--- src/rtl/tdl_pkg.sv ---
// Shared transmitter constants for the tapped delay line and the FIR logic
// that consumes its tap vector.
package tdl_pkg;

    // Default number of symbol periods covered beyond the newest tap.
    localparam int TDL_SPAN_DEFAULT = 16;

    // Legal SPAN range; the top level refuses to elaborate outside it.
    localparam int TDL_SPAN_MIN = 1;
    localparam int TDL_SPAN_MAX = 255;

    // Tap-vector width for a given span. FIR coefficient arrays size
    // themselves with this so they always line up with the tap vector.
    function automatic int tdl_tap_width(input int span);
        return span + 1;
    endfunction

    // True when a span value can be built.
    function automatic bit tdl_span_legal(input int span);
        return (span >= TDL_SPAN_MIN) && (span <= TDL_SPAN_MAX);
    endfunction

endpackage : tdl_pkg

--- src/rtl/tdl_stage.sv ---
// One delay-line stage: a single flip-flop with synchronous active-high clear.
module tdl_stage (
    input  logic clk_i,
    input  logic clr_i,
    input  logic d_i,
    output logic q_o
);

    logic q_q;
    logic q_d;

    // Clear wins over loading the upstream sample.
    always_comb begin
        q_d = d_i;
        if (clr_i) begin
            q_d = 1'b0;
        end
    end

    // Stage register, updated every rising edge.
    always_ff @(posedge clk_i) begin
        q_q <= q_d;
    end

    assign q_o = q_q;

endmodule : tdl_stage

--- src/rtl/tdl.sv ---
// Tapped delay line: shifts the serial symbol stream through SPAN+1 stages
// and exposes every stage as a tap vector (out[0] newest, out[SPAN] oldest).
module tdl
    import tdl_pkg::*;
#(
    parameter int SPAN = TDL_SPAN_DEFAULT
) (
    input  logic          clock,
    input  logic          reset,
    input  logic          in,
    output logic [SPAN:0] out
);

    localparam int TAP_W = tdl_tap_width(SPAN);

    // Refuse to build a line with no history or a span beyond the FIR range.
    generate
        if (!tdl_span_legal(SPAN)) begin : g_span_check
            $error("tdl: SPAN=%0d outside legal range %0d..%0d",
                   SPAN, TDL_SPAN_MIN, TDL_SPAN_MAX);
        end
    endgenerate

    logic [TAP_W-1:0] tap_q;

    // Stage 0 samples the serial input; every later stage samples its
    // predecessor, so a symbol reaches tap k after k+1 edges.
    generate
        for (genvar k = 0; k < TAP_W; k++) begin : g_stage
            if (k == 0) begin : g_head
                tdl_stage u_stage (
                    .clk_i (clock),
                    .clr_i (reset),
                    .d_i   (in),
                    .q_o   (tap_q[k])
                );
            end else begin : g_body
                tdl_stage u_stage (
                    .clk_i (clock),
                    .clr_i (reset),
                    .d_i   (tap_q[k-1]),
                    .q_o   (tap_q[k])
                );
            end
        end
    endgenerate

    // Taps leave straight from the stage registers; no path from in to out.
    assign out = tap_q;

endmodule : tdl

--- config.mk ---
export PLATFORM = sky130hd
export DESIGN_NAME = tdl
export DESIGN_NICKNAME = d
export VERILOG_FILES = /design/src/rtl/tdl_pkg.sv /design/src/rtl/tdl_stage.sv /design/src/rtl/tdl.sv
export SDC_FILE = /design/constraint.sdc
export NUM_CORES = 1
export LEC_CHECK = 0
export CAP_MARGIN = 10
export CORE_UTILIZATION = 42
export DETAILED_ROUTE_END_ITERATION = 7
export GPL_TIMING_DRIVEN = 0
export PLACE_DENSITY_LB_ADDON = 0.12
export SLEW_MARGIN = 20
export SYNTH_ARGS = -nofsm -noshare
export SYNTH_HDL_FRONTEND = slang
export SYNTH_SLANG_ARGS = --single-unit
export TNS_END_PERCENT = 30
--- constraint.sdc ---
create_clock -name clock -period 0.8 [get_ports clock]
set_input_delay 0.12 -clock clock [delete_from_list [all_inputs] [get_ports clock]]
set_output_delay 0.12 -clock clock [all_outputs]
set_load 0.05 [all_outputs]
Word level (Yosys, flattened, before mapping)
Cells that the tools add are included.
- register bits after elaboration: 17
- input port bits: 3
- output and inout bits: 17
- word-level logic and storage cells: 17

Logic depth before layout (Yosys ltp)
Gate-level depths: netlist of run 1.
- depth after elaboration: 0
- depth in mapped cells: 2
- depth with buffers taken out: 1

Modules after synthesis
From an unflattened synthesis of run 1, not the netlist that was laid out.
- cell total of the unflattened synthesis: 34
- area total of the unflattened synthesis: 574.3 um^2
- modules (own cells, without submodules) (module ; times used ; cells each ; area an instance (um^2) ; seq. area each (um^2)):
    tdl_stage ; 17 ; 2 ; 33.8 ; 20.0

Worst setup path after synthesis of run 1
Ideal clock, no wire load.
- kind: register -> output
- start point: register g_stage[3].g_body.u_stage.q_q
- end point: output port out[3]
- arrival time: 0.482 ns
- required time: 0.680 ns
- setup slack: 0.198 ns
- cell stages (with the launch flop): 2
- buffers on the path: 1
- cell sequence: dfxtp_1 buf_4
- RTL lines (what ; line ; text):
    start, declared ; tdl_stage.sv:9 ; logic q_q;
    start signal, assigned ; tdl_stage.sv:22 ; q_q <= q_d;
    end, declared ; tdl.sv:11 ; output logic [SPAN:0] out
No word-level cell between the ends.

Final worst setup path of run 1
- start point: register g_stage[4].g_body.u_stage.q_q
- end point: output port out[4]
- RTL lines (what ; line):
    start, declared ; tdl_stage.sv:9
    start signal, assigned ; tdl_stage.sv:22
No word-level cell between the ends.

==> results of run 1 <==
## registers in the layout, indices dropped and copies added, names as in the netlist
signal	flops
g_stage.g_body.u_stage.q_o	16
g_stage.g_head.u_stage.q_o	1
## stage by stage
step                util (%)  TNS [ps]
CTS                     65.0     -2670
global placement        61.6    -13550
floorplan                  -         0
global route            66.4     -2960
detailed placement      61.6    -13490
finish                  66.4     -2240
## placed cells by master (no fill, tap or decap), drive strengths merged
master / instances
and2b: 7
clkbuf: 3
buf: 25
clkinv: 1
clkdlybuf4s50: 1
nor2b: 10
dlymetal6s2s: 1
dfxtp: 17
## kinds of logic after synthesis
kind of cell,synth area share [%]
flip-flops,56.4
buffers and inverters,23.0
AND/OR/NAND/NOR,20.5
## layout make-up
class | count | area (µm²)
fillers | 101 | 443
flip-flops and latches | 17 | 359
repair buffers | 19 | 267
multi-input cells | 17 | 124
plain buffers | 8 | 78.8
clock buffers | 3 | 22.5
well taps | 15 | 18.8
clock inverters | 1 | 5.00
## power groups by stage
stage / logic, mW / registers, mW / clock network (mW)
after floorplan: 0.0595 / 0.876 / 0
after global placement: 0.0898 / 0.877 / 0
after detailed placement: 0.0901 / 0.877 / 0
after CTS: 0.0925 / 0.860 / 0.475
after global routing: 0.0995 / 0.861 / 0.505
final: 0.0942 / 0.860 / 0.440
## worst paths after layout
path / end / slack [ps] / cells after the start
setup / recovery: out[4] / -190 / 2
hold / removal: g_stage[10].g_body.u_stage.q_o$_SDFF_PP0_ / 280 / 2
setup reg to reg: g_stage[5].g_body.u_stage.q_o$_SDFF_PP0_ / 180 / 1
hold reg to reg: g_stage[3].g_body.u_stage.q_o$_SDFF_PP0_ / 470 / 1
## repair_timing
item | in CTS | in global routing
pin swaps | 0 | 0
setup endpoints to repair | 17 | 17
resized for setup | 143 | 10
## per-layer routing
layer | part of all wire [%] | vias to the layer above | global-route usage, %
met2 | 49 | 11 | 16.9
met5 | 0 | - | 0
met1 | 44 | 146 | 13.7
met4 | 0.92 | 0 | 5.17
li1 | - | 167 | -
met3 | 5.4 | 2 | 8.52
==> summary.md, run 1 <==
| Metric | Value |
|---|---|
| Status | `finished, violations left` |
| Failing checks | `negative setup slack` |
| Final ANT Viol Nets | `0` |
| Placer congestion estimate | `0.658` |
| Vias per Instance | `4.08` |
| Num CTS Buffers | `3` |
| Final HPWL from detailed placement | `560 µm` |
| Share of layout cells above drive strength 1 | `78.5%` |
| Drt first pass iters | `2` |
| Post-synthesis async set-or-reset flop share | `0%` |
| Pin count of the biggest net entering global routing | `11` |
| Clock share of power | `31.6%` |
| Post-synthesis sequential area ratio | `56.4%` |
| Residual DRC | `0` |
| Total gr overflow | `0` |
| CP arrival | `870 ps` |
| Worst path cell trace | `buf_6, buf_8` |
| Routed WL | `765 µm` |
| Ys flop type | `dfxtp_1` |
| Final min period | `993 ps` |
| First-pass GRT wire length | `1150 µm` |
| CTS tree | `built` |
| Die X | `39.9 µm` |
| Area Overhead vs Synth | `45.0%` |
| Worst Min Path Start | `reset` |
| Avg WL per Cell | `9.56 µm` |
| Die ar. | `1590 µm²` |
| Logic pwr share | `6.8%` |
| Total power | `1.39 mW` |
| Yosys warning total | `0` |
| Hold_ws | `281 ps` |
| Sw Ratio | `22.0%` |
| Max rail drop VDD | `0.00140 V` |
| Slowest-stage cell, CP | `dfxtp_2` |
| Fin crit share | `124%` |
| Cell area power density | `1590 nW/µm²` |
| Fmax | `1010 MHz` |
| Hold Path Class | `input port to flip-flop` |
| Top cell type's share of synthesized area | `56.4%` |
| Hold-fix buffers, CTS | `0` |
| RSZ-0062 raised after global routing | `yes` |
| Root buf cell | `clkbuf_4` |
| Least-Margin Pin Slew | `257 ps` |
| Syn Nets | `55` |
| Final nets | `69` |
| Critical Path Fanout Max | `2` |
| CP Launch Type | `flip-flop` |
| Mapped Avg Cell Area | `11.6 µm²` |
| Hold Fails Final Rpt | `0` |
| Worst Setup End Kind | `output pin` |
| Initial antenna violation count | `0` |
| Final Instance Area | `875 µm²` |
| CP required | `680 ps` |
| Post-synth EDFFs | `0` |
| Power Internal | `1.09 mW` |
| DIE HEIGHT | `39.9 µm` |
| Port Buffers | `19` |
| Deepest clock path buffer count | `2` |
| Area contributors post-synth | `dfxtp_1, buf_4, nor2b_1, and2b_2, buf_6` |
| Top Ports | `20` |
| DP Worst Slack | `-528 ps` |
| Post-Layout Cell Count | `80` |
| CTS H-tree depth | `1` |
| Cell leakage power | `0.410 nW` |
| CP Class | `flip-flop to output pin` |
| Worst skew pair latency | `280 ps` |
| Total vias in the final route | `326` |
| CTS Sinks | `17` |
| Final setup violating endpoints | `17` |
| Post-CTS Setup Bufs | `0` |
| Mapped Area | `603 µm²` |
| Cells after DPL | `86` |
| Max Cap Violations | `0` |
| Most frequent cells after synthesis | `buf_4, dfxtp_1, nor2b_1, and2b_2, buf_6` |
| Net Sw Power | `0.307 mW` |
| Mapped Cells | `52` |
| Yosys cell types | `5` |
| Synthesis-stage register bit count | `17` |
| Sequential power share | `61.7%` |
| Overall Global Routing Usage | `12.1%` |
| Max stage delay on crit path | `340 ps` |
| Slew Limit Fails | `0` |
| Core Box Area | `1320 µm²` |
| Diode count | `0` |
| Crit path from | `g_stage[4].g_body.u_stage.q_o$_SDFF_PP0_` |
| Placed cell area | `812 µm²` |
| Crit path buf inv count | `2` |
| Synth area leader | `dfxtp_1` |
| Initial Utilization | `45.8%` |
| Setup WS post-layout | `-193 ps` |
| Reg2reg start | `g_stage[4].g_body.u_stage.q_o$_SDFF_PP0_` |
| DR iter-0 viols | `2` |
| CP delay by family, top | `flip-flops` |
| Clock Skews | `5.31 ps` |
| Rel. slew slack | `82.9%` |
| Clk pin slew, worst setup/hold paths | `100 ps` |
| Vias in the first global route | `274` |
| Row count | `13` |
No activity file was read; power rests on OpenSTA's default activity.
==> run 2, diff against run 1 <==
--- a/config.mk
+++ b/config.mk
@@ -6,7 +6,8 @@
 export NUM_CORES = 1
 export LEC_CHECK = 0
 export CAP_MARGIN = 10
-export CORE_UTILIZATION = 42
+export CORE_UTILIZATION = 45
+export CTS_BUF_LIST = sky130_fd_sc_hd__clkbuf_4 sky130_fd_sc_hd__clkbuf_8
 export DETAILED_ROUTE_END_ITERATION = 7
 export GPL_TIMING_DRIVEN = 0
 export PLACE_DENSITY_LB_ADDON = 0.12
==> summary.md, run 2 (synthesis gave the netlist of run 1 again) <==
| Metric | Value |
|---|---|
| Reg2reg start | `g_stage[9].g_body.u_stage.q_o$_SDFF_PP0_` |
| Critical Path Fanout Max | `2 (unchanged)` |
| Setup tns final | `-2180 ps (+59.8 ps)` |
| Final nets | `74 (+7.2%)` |
| Multi-input combinational cell area | `124 µm² (unchanged)` |
| Status | `finished, violations left` |
| Met1 Resource Use GR | `17.6% (+4.0 points)` |
| Clock share of power | `32.8% (+1.2 points)` |
| Most frequent cells in the layout | `dfxtp_2, buf_8, nor2b_1` |
| DP Worst Slack | `-527 ps (+1.62 ps)` |
| Avg WL per Cell | `10.6 µm (+11%)` |
| CTS Sinks | `17 (unchanged)` |
| Max FFs per register | `16 (unchanged)` |
| Least-Margin Pin Slew | `256 ps (-0.865 ps)` |
| Power Internal | `1.13 mW (+3.9%)` |
| Hold Fails Final Rpt | `0 (unchanged)` |
| Residual DRC | `0 (unchanged)` |
| FF-to-FF setup slack | `60 ps (-120 ps)` |
| Root buf cell | `clkbuf_4` |
| Cells after DPL | `85 (-1.2%)` |
| Sw Ratio | `20.7% (-1.3 points)` |
| Routed WL | `894 µm (+17%)` |
| Rel. slew slack | `82.9% (about the same)` |
| Top Ports | `20 (unchanged)` |
| Reg2Reg Capture Point | `g_stage[10].g_body.u_stage.q_o$_SDFF_PP0_` |
| Crit path from | `g_stage[4].g_body.u_stage.q_o$_SDFF_PP0_` |
| Final ANT Viol Nets | `0 (unchanged)` |
| Layout Utilization | `80.4% (+14 points)` |
| Placed cell area | `811 µm² (-0.15%)` |
| CP arrival | `860 ps (about the same)` |
| CTS tree | `built` |
| Die X | `38.6 µm (-3.2%)` |
| R2R depth | `2 (+1)` |
| Diode count | `0 (unchanged)` |
| Vias in the first global route | `301 (+9.9%)` |
| Worst skew pair latency | `270 ps (about the same)` |
| Sequential power share | `60.4% (-1.3 points)` |
| M3 GR Usage | `3.47% (-5.1 points)` |
| Area Overhead vs Synth | `56.2%` |
| Failing checks | `negative setup slack` |
| Initial Utilization | `51.5% (+5.7 points)` |
| DIE HEIGHT | `38.6 µm (-3.2%)` |
| Net Sw Power | `0.295 mW (-3.8%)` |
| Fmax | `1020 MHz (+1.0%)` |
| Max rail drop VDD | `0.00115 V (-18%)` |
| Die ar. | `1490 µm² (-6.3%)` |
| CP Launch Type | `flip-flop` |
| Hold-fix buffers, CTS | `0 (unchanged)` |
| Clock Skews | `3.20 ps (-2.11 ps)` |
| Overall Global Routing Usage | `13.6% (+1.6 points)` |
| Clk pin slew, worst setup/hold paths | `90 ps (about the same)` |
| CP required | `680 ps (about the same)` |
| DR iter-0 viols | `0 (-2)` |
| # fillers | `70 (-31%)` |
| GRT met2 Usage | `20.4% (+3.5 points)` |
| Final Instance Area | `942 µm² (+7.7%)` |
| CP Class | `flip-flop to output pin` |
| Logic pwr share | `6.8% (about the same)` |
| Deepest clock path buffer count | `2 (unchanged)` |
| Vias per Instance | `4.24 (+4.0%)` |
| Slew Limit Fails | `0 (unchanged)` |
| Hold Path Class | `input port to flip-flop` |
| First-pass GRT wire length | `1300 µm (+14%)` |
| Total gr overflow | `0 (unchanged)` |
| Worst setup path endpoint | `out[4]` |
| Total vias in the final route | `356 (+9.2%)` |
| Max Cap Violations | `0 (unchanged)` |
| Share of layout cells above drive strength 1 | `82.9% (+4.4 points)` |
| Worst Setup End Kind | `output pin` |
| Num CTS Buffers | `3 (unchanged)` |
| Placer congestion estimate | `0.594 (-9.7%)` |
| Cell area power density | `1510 nW/µm² (-5.1%)` |
| Drt first pass iters | `1 (-1)` |
| Setup WS post-layout | `-183 ps (+9.95 ps)` |
| Core Box Area | `1170 µm² (-11%)` |
| Final HPWL from detailed placement | `547 µm (-2.4%)` |
| Register area | `362 µm² (+0.70%)` |
| Final min period | `983 ps (-9.95 ps)` |
| Post-Layout Cell Count | `84 (+5.0%)` |
| CTS H-tree depth | `1 (unchanged)` |
| Pin count of the biggest net entering global routing | `11 (unchanged)` |
| Row count | `12 (-1)` |
| Port Buffers | `19 (unchanged)` |
| Cell leakage power | `0.445 nW (+8.5%)` |
| GRT Max-Usage Layer | `met2` |
| Fin crit share | `123% (-1.2 points)` |
| Initial antenna violation count | `0 (unchanged)` |
| RSZ-0062 raised after global routing | `yes` |
| Final setup violating endpoints | `17 (unchanged)` |
[run 2: per-layer routing]
layer | routed length (µm) | vias up
met5 | 0 | -
met4 | 4 | 0
met3 | 35 | 2
met2 | 454 | 13
met1 | 399 | 168
li1 | - | 173
[run 2: worst max-delay path, stage by stage, from the launching register on]
cell,delay [ps]
dfxtp_2,340
buf_6,110
buf_8,140
[run 2: area by class of cell]
class / count / share of cell area, %
timing repair buffer: 23 / 32.7
sequential: 17 / 38.4
tap: 14 / 1.86
clock buffer: 4 / 3.19
multi-input combinational: 17 / 13.1
buffer: 9 / 10.8
[run 2: how the worst min path moves through the flow]
stage,to,cells past startpoint,start
2_1_floorplan,g_stage[0].g_head.u_stage.q_o$_SDFF_PP0_,1,in
3_3_place_gp,g_stage[1].g_body.u_stage.q_o$_SDFF_PP0_,1,g_stage[0].g_head.u_stage.q_o$_SDFF_PP0_
3_5_place_dp,g_stage[1].g_body.u_stage.q_o$_SDFF_PP0_,1,g_stage[0].g_head.u_stage.q_o$_SDFF_PP0_
4_1_cts,g_stage[0].g_head.u_stage.q_o$_SDFF_PP0_,2,in
5_1_grt,g_stage[8].g_body.u_stage.q_o$_SDFF_PP0_,2,reset
6_report,g_stage[10].g_body.u_stage.q_o$_SDFF_PP0_,2,reset
[run 2: per-stage QoR]
stage	hold WS, ps	power (mW)
2_1_floorplan	248	0.935
3_3_place_gp	445	0.966
3_5_place_dp	457	0.967
4_1_cts	392	1.43
5_1_grt	297	1.48
6_report	290	1.43
[run 2: power groups by stage]
stage          sequential (mW)  combinational, mW  clock (mW)
2_1_floorplan            0.876             0.0595           0
3_3_place_gp             0.877             0.0896           0
3_5_place_dp             0.877             0.0903           0
4_1_cts                  0.860             0.0979       0.477
5_1_grt                  0.862              0.101       0.516
6_report                 0.861             0.0973       0.467
[run 2: repair_timing]
item	CTS	global route
endpoints found under the setup margin	17	34
cloned	0	0
resized for setup	162	1
pin swaps	0	0
buffers inserted	1	3
==> run 3, diff against run 2 <==
--- a/config.mk
+++ b/config.mk
@@ -5,7 +5,7 @@
 export SDC_FILE = /design/constraint.sdc
 export NUM_CORES = 1
 export LEC_CHECK = 0
-export CAP_MARGIN = 10
+export CAP_MARGIN = 20
 export CORE_UTILIZATION = 45
 export CTS_BUF_LIST = sky130_fd_sc_hd__clkbuf_4 sky130_fd_sc_hd__clkbuf_8
 export DETAILED_ROUTE_END_ITERATION = 7
==> results of run 3 <==
No change in the layout: final DEF, timing and power equal those of run 2.
